## src/rtl/and_result_pkg.sv

```systemverilog
//------------------------------------------------------------------------------
// Module   : and_result_pkg
// Purpose  : Shared types, defaults and helpers for the AND result responder.
// Revision : 1.0 - initial release
//------------------------------------------------------------------------------
`default_nettype none

package and_result_pkg;

  // Occupancy of the result buffer
  typedef enum logic [1:0] {
    EMPTY   = 2'd0,
    PARTIAL = 2'd1,
    FULL    = 2'd2
  } and_occ_state_t;

  localparam int AND_INPUTS_WIDTH_DEFAULT = 8;

  // Even parity (XOR reduction) of a zero-extended value; zero padding leaves
  // the result unchanged, so callers may pass any width up to 64 bits.
  function automatic logic par_of(input logic [63:0] v);
    return ^v;
  endfunction

endpackage

`default_nettype wire

```

## src/rtl/and_result_fifo.sv

```systemverilog
//------------------------------------------------------------------------------
// Module   : and_result_fifo
// Purpose  : First-word-fall-through buffer with occupancy FSM, pointers and
//            level count. Data width is generic; depth must be a power of two
//            and at least 2 so the pointers wrap naturally.
// Revision : 1.0 - initial release
//------------------------------------------------------------------------------
`default_nettype none

module and_result_fifo
  import and_result_pkg::*;
#(
  parameter int DATA_W = 8,
  parameter int DEPTH  = 4
) (
  input  logic                       clk,
  input  logic                       rst,
  input  logic                       push_valid,
  output logic                       push_ready,
  input  logic [DATA_W-1:0]          push_data,
  output logic                       pop_valid,
  input  logic                       pop_ready,
  output logic [DATA_W-1:0]          pop_data,
  output logic [$clog2(DEPTH):0]     level
);

  localparam int PTR_W = $clog2(DEPTH);
  localparam int LVL_W = PTR_W + 1;

  and_occ_state_t          state, state_nxt;
  logic [PTR_W-1:0]        wr_ptr, rd_ptr;
  logic [LVL_W-1:0]        lvl;
  logic [DATA_W-1:0]       mem [DEPTH];
  logic                    push, pop;

  // Handshake flags come from registered state only, so push_ready has no
  // combinational path from pop_ready; a push while FULL is simply refused.
  assign push_ready = (state != FULL);
  assign pop_valid  = (state != EMPTY);
  assign push       = push_valid && push_ready;
  assign pop        = pop_valid && pop_ready;
  assign level      = lvl;
  assign pop_data   = (state == EMPTY) ? '0 : mem[rd_ptr];

  // Occupancy state register
  always_ff @(posedge clk) begin
    if (rst) state <= EMPTY;
    else     state <= state_nxt;
  end

  // Next-state decode driven by push/pop and the current level
  always_comb begin
    state_nxt = state;
    case (state)
      EMPTY:   if (push) state_nxt = PARTIAL;
      PARTIAL: begin
        if (push && !pop && (lvl == LVL_W'(DEPTH - 1)))
          state_nxt = FULL;
        else if (pop && !push && (lvl == LVL_W'(1)))
          state_nxt = EMPTY;
      end
      FULL:    if (pop) state_nxt = PARTIAL;
      default: state_nxt = EMPTY;
    endcase
  end

  // Pointer and level bookkeeping; simultaneous push and pop keep the level
  always_ff @(posedge clk) begin
    if (rst) begin
      wr_ptr <= '0;
      rd_ptr <= '0;
      lvl    <= '0;
    end else begin
      if (push) wr_ptr <= wr_ptr + PTR_W'(1);
      if (pop)  rd_ptr <= rd_ptr + PTR_W'(1);
      if (push && !pop)      lvl <= lvl + LVL_W'(1);
      else if (pop && !push) lvl <= lvl - LVL_W'(1);
    end
  end

  // Storage write; contents need no reset because reads are masked while EMPTY
  always_ff @(posedge clk) begin
    if (push) mem[wr_ptr] <= push_data;
  end

endmodule

`default_nettype wire

```

## src/rtl/and_result_responder.sv

```systemverilog
//------------------------------------------------------------------------------
// Module   : and_result_responder
// Purpose  : Accepts operand pairs over valid/ready, buffers a & b in a FWFT
//            FIFO, presents results over a second valid/ready handshake and
//            counts accepted pairs.
// Options  : AND_RESP_PARITY_EN - adds out_par (= ^out_y) stored with each
//            buffered result.
// Revision : 1.0 - initial release
//------------------------------------------------------------------------------
`default_nettype none

module and_result_responder
  import and_result_pkg::*;
#(
  parameter int AND_INPUTS_WIDTH = AND_INPUTS_WIDTH_DEFAULT,
  parameter int FIFO_DEPTH       = 4,
  parameter int CNT_WIDTH        = 16
) (
  input  logic                          clk,
  input  logic                          rst,
  input  logic                          in_valid,
  output logic                          in_ready,
  input  logic [AND_INPUTS_WIDTH-1:0]   a,
  input  logic [AND_INPUTS_WIDTH-1:0]   b,
  output logic                          out_valid,
  input  logic                          out_ready,
  output logic [AND_INPUTS_WIDTH-1:0]   out_y,
`ifdef AND_RESP_PARITY_EN
  output logic                          out_par,
`endif
  output logic [$clog2(FIFO_DEPTH):0]   level,
  output logic [CNT_WIDTH-1:0]          txn_count
);

`ifdef AND_RESP_PARITY_EN
  localparam int ENTRY_W = AND_INPUTS_WIDTH + 1;
`else
  localparam int ENTRY_W = AND_INPUTS_WIDTH;
`endif

  logic [AND_INPUTS_WIDTH-1:0] y_in;
  logic [ENTRY_W-1:0]          wr_entry;
  logic [ENTRY_W-1:0]          rd_entry;
  logic                        accept;

  // Operands are only consumed on accept, so undriven bus values are harmless
  assign y_in   = a & b;
  assign accept = in_valid && in_ready;

`ifdef AND_RESP_PARITY_EN
  // Parity is computed once at write time and travels with the entry
  assign wr_entry = {par_of(64'(y_in)), y_in};
  assign out_par  = rd_entry[AND_INPUTS_WIDTH];
`else
  assign wr_entry = y_in;
`endif
  assign out_y = rd_entry[AND_INPUTS_WIDTH-1:0];

  and_result_fifo #(
    .DATA_W (ENTRY_W),
    .DEPTH  (FIFO_DEPTH)
  ) u_fifo (
    .clk        (clk),
    .rst        (rst),
    .push_valid (in_valid),
    .push_ready (in_ready),
    .push_data  (wr_entry),
    .pop_valid  (out_valid),
    .pop_ready  (out_ready),
    .pop_data   (rd_entry),
    .level      (level)
  );

  // Accepted-transaction counter, wraps freely
  always_ff @(posedge clk) begin
    if (rst)         txn_count <= '0;
    else if (accept) txn_count <= txn_count + CNT_WIDTH'(1);
  end

endmodule

`default_nettype wire
```

## config.mk

```make
export PLATFORM = sky130hd
export DESIGN_NAME = and_result_responder
export DESIGN_NICKNAME = d
export VERILOG_FILES = /design/src/rtl/and_result_pkg.sv /design/src/rtl/and_result_fifo.sv /design/src/rtl/and_result_responder.sv
export SDC_FILE = /design/constraint.sdc
export NUM_CORES = 1
export LEC_CHECK = 0
export CAP_MARGIN = 20
export CORE_MARGIN = 2
export CORE_UTILIZATION = 55
export CTS_CLUSTER_SIZE = 10
export DETAILED_ROUTE_END_ITERATION = 16
export GPL_ROUTABILITY_DRIVEN = 0
export PLACE_DENSITY = 0.81
export SYNTH_ARGS = -nofsm -noshare
export SYNTH_HDL_FRONTEND = slang
export SYNTH_SLANG_ARGS = --single-unit
```

## constraint.sdc

```tcl
create_clock -name clk -period 3.77 [get_ports clk]
set_input_delay 0.754 -clock clk [delete_from_list [all_inputs] [get_ports clk]]
set_output_delay 0.754 -clock clk [all_outputs]
set_load 0.005 [all_outputs]
```

==> results of run 1 <==
-- per-stage QoR --
| stage | power, mW | std cells | worst slack, ps | util [%] | hold slack (ps) |
|---|---|---|---|---|---|
| global route | 1.55 | 323 | 743 | 71.6 | 509 |
| detailed placement | 0.895 | 307 | 1120 | 67.1 | 475 |
| floorplan | 0.827 | 213 | 1820 | - | 468 |
| global placement | 0.889 | 307 | 1140 | 67.1 | 470 |
| finish | 1.48 | 323 | 870 | 71.6 | 491 |
| CTS | 1.50 | 323 | 832 | 71.6 | 486 |
-- where the power goes --
part           total, mW  switching [mW]  internal, mW
Clock              0.605           0.238         0.366
Sequential         0.730          0.0214         0.708
Combinational      0.150          0.0614        0.0881
-- path summary, 6_finish.rpt --
check             slack [ps]  cells after the start              end
setup / recovery         870                      3         out_y[4]
hold / removal           490                      2    txn_count[15]
setup reg to reg        1850                      8  u_fifo.level[2]
hold reg to reg          490                      2    txn_count[15]
-- layout by cell type (no fill, tap or decap), types with 2 or more instances in the layout --
cell	instances
a21oi_1	14
and3_1	6
xor2_1	10
dfxtp_1	27
a211oi_1	2
nor2b_1	2
nor2_1	19
edfxtp_1	32
o31ai_1	4
nand4_1	4
or4_1	4
clkbuf_8	9
ha_1	11
inv_1	9
clkinv_1	2
clkdlybuf4s50_1	48
or3_1	4
bufinv_16	2
o21ai_0	6
xnor2_1	2
nand2_1	10
nand3_1	3
and2_1	19
mux4_2	8
-- tightest hold or removal path: cells and delay by family (launching register included) --
| kind | cells | cell delay [ps] |
|---|---|---|
| AO/OA/AOI/OAI | 2 | 120 |
| flip-flops | 1 | 330 |
-- metal layers --
metal | up-vias | global-route usage [%] | wire (um)
met1 | 830 | 22.9 | 2090
met2 | 46 | 30.3 | 2230
met4 | 0 | 9.26 | 92
li1 | 866 | - | -
met5 | - | 0 | 0
met3 | 9 | 5.80 | 199
-- registers in the layout, indices dropped and copies added, names as in the netlist, named ones only --
signal / flops
txn_count: 16
u_fifo.level: 3
u_fifo.mem: 32
u_fifo.rd_ptr: 2
u_fifo.state: 2
u_fifo.wr_ptr: 2
-- cell families (layout without fill, tap and decap cells) --
| group | count (synthesis) | count (layout) | synth area share, % |
|---|---|---|---|
| xor+xnor | 12 | 12 | 4.01 |
| mux | 8 | 8 | 6.88 |
| flops | 59 | 59 | 57.3 |
| buf+inv | 17 | 73 | 2.77 |
| simple gates | 78 | 78 | 17.6 |
| fa+ha+maj | 11 | 11 | 5.25 |
| compound gates | 28 | 28 | 6.16 |
-- final cells by class --
class | instances | area [um^2] | share of cell area [%]
sequential | 59 | 1500 | 45.0
multi-input combinational | 137 | 1050 | 31.3
timing repair buffer | 48 | 480 | 14.4
clock buffer | 10 | 128 | 3.82
clock inverter | 6 | 80.1 | 2.40
tap | 54 | 67.6 | 2.02
inverter | 9 | 33.8 | 1.01
==> out/results.tsv, run 1 <==
stage	metric	value	unit
run_status	status	finished, final reports clean	
detailed_routing	detailed router's first-iteration violation count	84	
floorplan	Initial Utilization	56.2	%
clock_tree	Skew-Pair Late Insertion Delay	340	ps
detailed_routing	Vias	1751	
power_and_ir_drop	PD cells	445	nW/um^2
synth	Synth cell types	32	
sta	Slew HR	36.3	%
clock_tree	CTS max path bufs	2	
critical_path	slowest stage delay, CP	640	ps
synth	#FFs+latches synth	59	
clock_tree	setup bufs post-CTS	0	
critical_path	Critical Path End Type	output pin	
floorplan	DIE WIDTH	73.0	um
sta	post-route setup TNS	0	ps
flow_run	maxcap violations	0	
placement	placed instance area	3130	um^2
critical_path	crit path cell chain	mux4_2 > and2_1 > clkdlybuf4s50_1	
synth	syn_nets	244	
clock_tree	CTS Hold Bufs	0	
clock_tree	root buf cell	clkbuf_8	
global_routing	Total GRT Usage	18.8	%
final_layout	share of layout cells above drive strength 1	10.4	%
sta	final setup fails	0	
worst_hold_path	worst min path class	flop to flop	
power_and_ir_drop	Max VDD drop	362	uV
clock_tree	post-CTS sizing	0	
global_routing	total gr overflow	0	
critical_path	Crit path max-delay family	flip-flops	
clock_tree	number of CTS-inserted buffers	9	
synth	Yosys top cell area share	36.7	%
worst_hold_path	hold_sp	txn_count[15]	
critical_path	Startpoint Class	flop	
sta	Clock Skew	9.84	ps
synth	synth top area cells	edfxtp_1 37%, dfxtp_1 21%, mux4_2 6.9%, ha_1 5.3%, and2_1 4.5%	
sta	f_max	345	MHz
sta	Pins Over Slew Limit	0	
synth	synth cell count leaders	32 x edfxtp_1, 27 x dfxtp_1, 19 x and2_1, 19 x nor2_1, 14 x a21oi_1	
clock_tree	TritonCTS clock tree	done	
synth	Post-synth EDFFs	32	
detailed_routing	vias per std cell	5.42	
sta	RSZ-0062 raised after global routing	false	
synth	cell taking the most area after synthesis	edfxtp_1	
critical_path	Buf+Inv Stages, Crit Path	1	
synth	most common cell in the netlist	edfxtp_1	
sta	worst slew pin tran	952	ps
synth	Mean Syn Cell Area	12.3	um^2
floorplan	Die H	73.0	um
detailed_routing	Pre-Repair DR Iteration Count	4	
critical_path	FF-to-FF Start	u_fifo.state[1]	
detailed_routing	routed len/inst	14.3	um
detailed_routing	WL final	4.61	mm
critical_path	worst setup path class	flop to output pin	
clock_tree	H-tree Lvls	3	
global_routing	pin count of the biggest net entering global routing	27	
detailed_routing	DRT antenna net count	0	
final_layout	Design Area, Final	3340	um^2
synth	Primary FF master, synth	edfxtp_1	
clock_tree	clock-pin slew of the registers on the worst-case setup and hold paths	70	ps
floorplan	Core ar.	4660	um^2
synth	synthesized cell area	2620	um^2
synth	YS warnings	0	
floorplan	Cell Rows	25	
final_layout	antenna cells	0	
sta	period utilisation layout	76.9	%
synth	sequential fraction of the synthesis area	57.3	%
final_layout	filler instances	327	
sta	Final Hold Viols	0	
global_routing	vias in the first global route	1636	
floorplan	die footprint	5330	um^2
final_layout	Area Overhead vs Synth	27.4	%
critical_path	slowest CP cell	dfxtp_1	
placement	IO buf count	48	
critical_path	Crit path required time	3020	ps
synth	Syn Inst Count	213	
floorplan	I/O pins	49	
global_routing	first-pass GRT wire length	7.41	mm
critical_path	largest fanout on the critical path	8	
detailed_routing	drc violations	0	
placement	Post-DP HPWL	3.25	mm
sta	min cycle time layout	2900	ps
global_routing	initial antenna violation count	0	
power_and_ir_drop	leak pwr	1.20	nW
clock_tree	clock sinks	59	
final_layout	fin nets	295	
synth	ys async rst share	0	%
critical_path	crit path DAT	2150	ps
(Power assumes the default switching activity.)
==> inputs of run 2 (changes only) <==
--- a/config.mk
+++ b/config.mk
@@ -7,11 +7,11 @@
 export LEC_CHECK = 0
 export CAP_MARGIN = 20
 export CORE_MARGIN = 2
-export CORE_UTILIZATION = 55
+export CORE_UTILIZATION = 52
 export CTS_CLUSTER_SIZE = 10
 export DETAILED_ROUTE_END_ITERATION = 16
 export GPL_ROUTABILITY_DRIVEN = 0
-export PLACE_DENSITY = 0.81
+export PLACE_DENSITY = 0.77
 export SYNTH_ARGS = -nofsm -noshare
 export SYNTH_HDL_FRONTEND = slang
 export SYNTH_SLANG_ARGS = --single-unit
==> constraint.sdc (replaced) <==
create_clock -name clk -period 3.05 [get_ports clk]
set_input_delay 0.61 -clock clk [delete_from_list [all_inputs] [get_ports clk]]
set_output_delay 0.61 -clock clk [all_outputs]
set_load 0.005 [all_outputs]
==> run 2 against run 1 <==
  * Worst setup slack got worse by 590 ps
  * Non-clock buffer count stayed put
  * Via count rose by 0.40%
  * Cell count increased by 4.0%
  * Design area decreased by 0.11%
  * First-iteration DRC count grew 24%
  * Wire length is 0.95% higher
  * Largest cell class unchanged
  * Highest routed layer unchanged
==> out/results.tsv, run 2 (synthesis results as in run 1) <==
stage	metric	value	unit	change
clock_tree	Skew-Pair Late Insertion Delay	330	ps	about the same
sta	Final Hold Viols	0		unchanged
sta	Slew HR	36.6	%	+0.33 points
detailed_routing	Vias	1758		+0.40%
floorplan	DIE WIDTH	75.0	um	+2.7%
clock_tree	H-tree Lvls	3		unchanged
detailed_routing	detailed router's first-iteration violation count	104		+24%
detailed_routing	vias per std cell	5.23		-3.5%
floorplan	Core ar.	4790	um^2	+2.7%
detailed_routing	drc violations	0		unchanged
floorplan	Initial Utilization	54.7	%	-1.5 points
sta	final setup fails	0		unchanged
critical_path	worst setup path class	flop to output pin		
critical_path	Crit path required time	2440	ps	-580 ps
global_routing	total gr overflow	0		unchanged
flow_run	maxcap violations	0		unchanged
power_and_ir_drop	PD cells	528	nW/um^2	+19%
detailed_routing	DRT antenna net count	0		unchanged
sta	post-route setup TNS	0	ps	unchanged
sta	Pins Over Slew Limit	0		unchanged
clock_tree	post-CTS sizing	0		unchanged
final_layout	register with the most flip-flops	u_fifo.mem		
final_layout	max FFs per register	32		unchanged
power_and_ir_drop	Max VDD drop	384	uV	+6.2%
clock_tree	setup bufs post-CTS	0		unchanged
sta	period utilisation layout	90.9	%	
final_layout	register area	1500	um^2	unchanged
global_routing	first-pass GRT wire length	7.29	mm	-1.7%
clock_tree	clock-pin slew of the registers on the worst-case setup and hold paths	70	ps	about the same
critical_path	Critical Path End Type	output pin		
clock_tree	CTS Hold Bufs	0		unchanged
detailed_routing	Pre-Repair DR Iteration Count	4		unchanged
placement	IO buf count	48		unchanged
final_layout	share of layout cells above drive strength 1	10.0	%	-0.37 points
run_status	status	finished, final reports clean		
power_and_ir_drop	part of the power in registers	51.2	%	+2.0 points
final_layout	fin nets	295		unchanged
final_layout	most frequent cells in the layout	48 x clkdlybuf4s50_1, 32 x edfxtp_1, 27 x dfxtp_1		
sta	RSZ-0062 raised after global routing	false		
power_and_ir_drop	Pint	1.38	mW	+19%
final_layout	filler instances	376		+15%
floorplan	Die H	75.0	um	+2.7%
critical_path	crit path DAT	2160	ps	about the same
critical_path	largest fanout on the critical path	8		unchanged
detailed_routing	routed len/inst	13.9	um	-3.0%
power_and_ir_drop	switching power total	0.383	mW	+19%
power_and_ir_drop	final total power	1.76	mW	+19%
global_routing	Total GRT Usage	18.0	%	-0.79 points
power_and_ir_drop	clock share of power	38.3	%	-2.5 points
sta	Clock Skew	7.79	ps	-2.06 ps
clock_tree	CTS max path bufs	2		unchanged
critical_path	Startpoint Class	flop		
clock_tree	root buf cell	clkbuf_8		
final_layout	commonest non-fill, non-tap cell in the layout	clkdlybuf4s50_1		
floorplan	die footprint	5620	um^2	+5.4%
clock_tree	clock sinks	59		unchanged
sta	min cycle time layout	2770	ps	
clock_tree	TritonCTS clock tree	done		
global_routing	vias in the first global route	1655		+1.2%
sta	worst slew pin tran	948	ps	-4.90 ps
placement	Post-DP HPWL	3.25	mm	about the same
worst_hold_path	worst min path class	flop to flop		
detailed_routing	WL final	4.66	mm	+0.95%
global_routing	initial antenna violation count	0		unchanged
sta	f_max	361	MHz	
final_layout	antenna cells	0		unchanged
power_and_ir_drop	power share of the combinational group	10.6	%	+0.5 points
floorplan	Cell Rows	25		unchanged
clock_tree	number of CTS-inserted buffers	9		unchanged
final_layout	multi-input gate area in the final layout	1050	um^2	unchanged
final_layout	Area Overhead vs Synth	27.2	%	
power_and_ir_drop	leak pwr	1.20	nW	-0.49%
global_routing	pin count of the biggest net entering global routing	27		unchanged
floorplan	I/O pins	49		unchanged
power_and_ir_drop	Switching Share	21.7	%	+0.092 points
[run 2: cell types whose count changed in the layout (fill, tap and decap cells not counted)]
cell	change
clkbuf_1	+1
clkinvlp_4	-1
bufinv_16	-1
clkbuf_8	+1
[run 2: power groups by stage]
stage	combinational, mW	sequential, mW	clock (mW)
6_report	0.186	0.901	0.674
5_1_grt	0.207	0.906	0.723
4_1_cts	0.189	0.902	0.687
3_5_place_dp	0.187	0.919	0
3_3_place_gp	0.183	0.918	0
2_1_floorplan	0.113	0.909	0
[run 2: metrics by stage]
stage | util, % | instances | cell area (um^2) | hold slack [ps] | setup slack, ps
final | 69.6 | 336 | 3330 | 484 | 277
after CTS | 69.6 | 336 | 3330 | 487 | 222
after floorplan | - | 213 | 2620 | 468 | 1240
after global routing | 69.6 | 336 | 3330 | 499 | 118
after global placement | 65.7 | 320 | 3150 | 471 | 572
after detailed placement | 65.7 | 320 | 3150 | 477 | 528
[run 2: area by class of cell]
type / instances / share of cell area, %
flip-flops and latches: 59 / 45.0
multi-input cells: 137 / 31.4
repair buffers: 48 / 14.4
clock buffers: 12 / 4.35
well taps: 67 / 2.52
clock inverters: 4 / 1.28
inverters: 9 / 1.01
[run 2: critical path, cell delays in order, from the launching register on]
cell and delay [ps]:
dfxtp_1 660, mux4_2 570, and2_1 170, clkdlybuf4s50_1 440
[run 2: layer usage]
layer	track usage, %	routed length, um
met5	0	0
met4	7.74	87
met3	5.62	297
met2	30.7	2290
met1	21.1	1980
[run 2: final timing paths]
kind                         from               to  slack [ps]  cells after the start
hold reg to reg     txn_count[15]    txn_count[15]         480                      2
hold / removal      txn_count[15]    txn_count[15]         480                      2
setup / recovery             flop         out_y[3]         280                      3
setup reg to reg  u_fifo.state[1]  u_fifo.level[2]        1160                      8
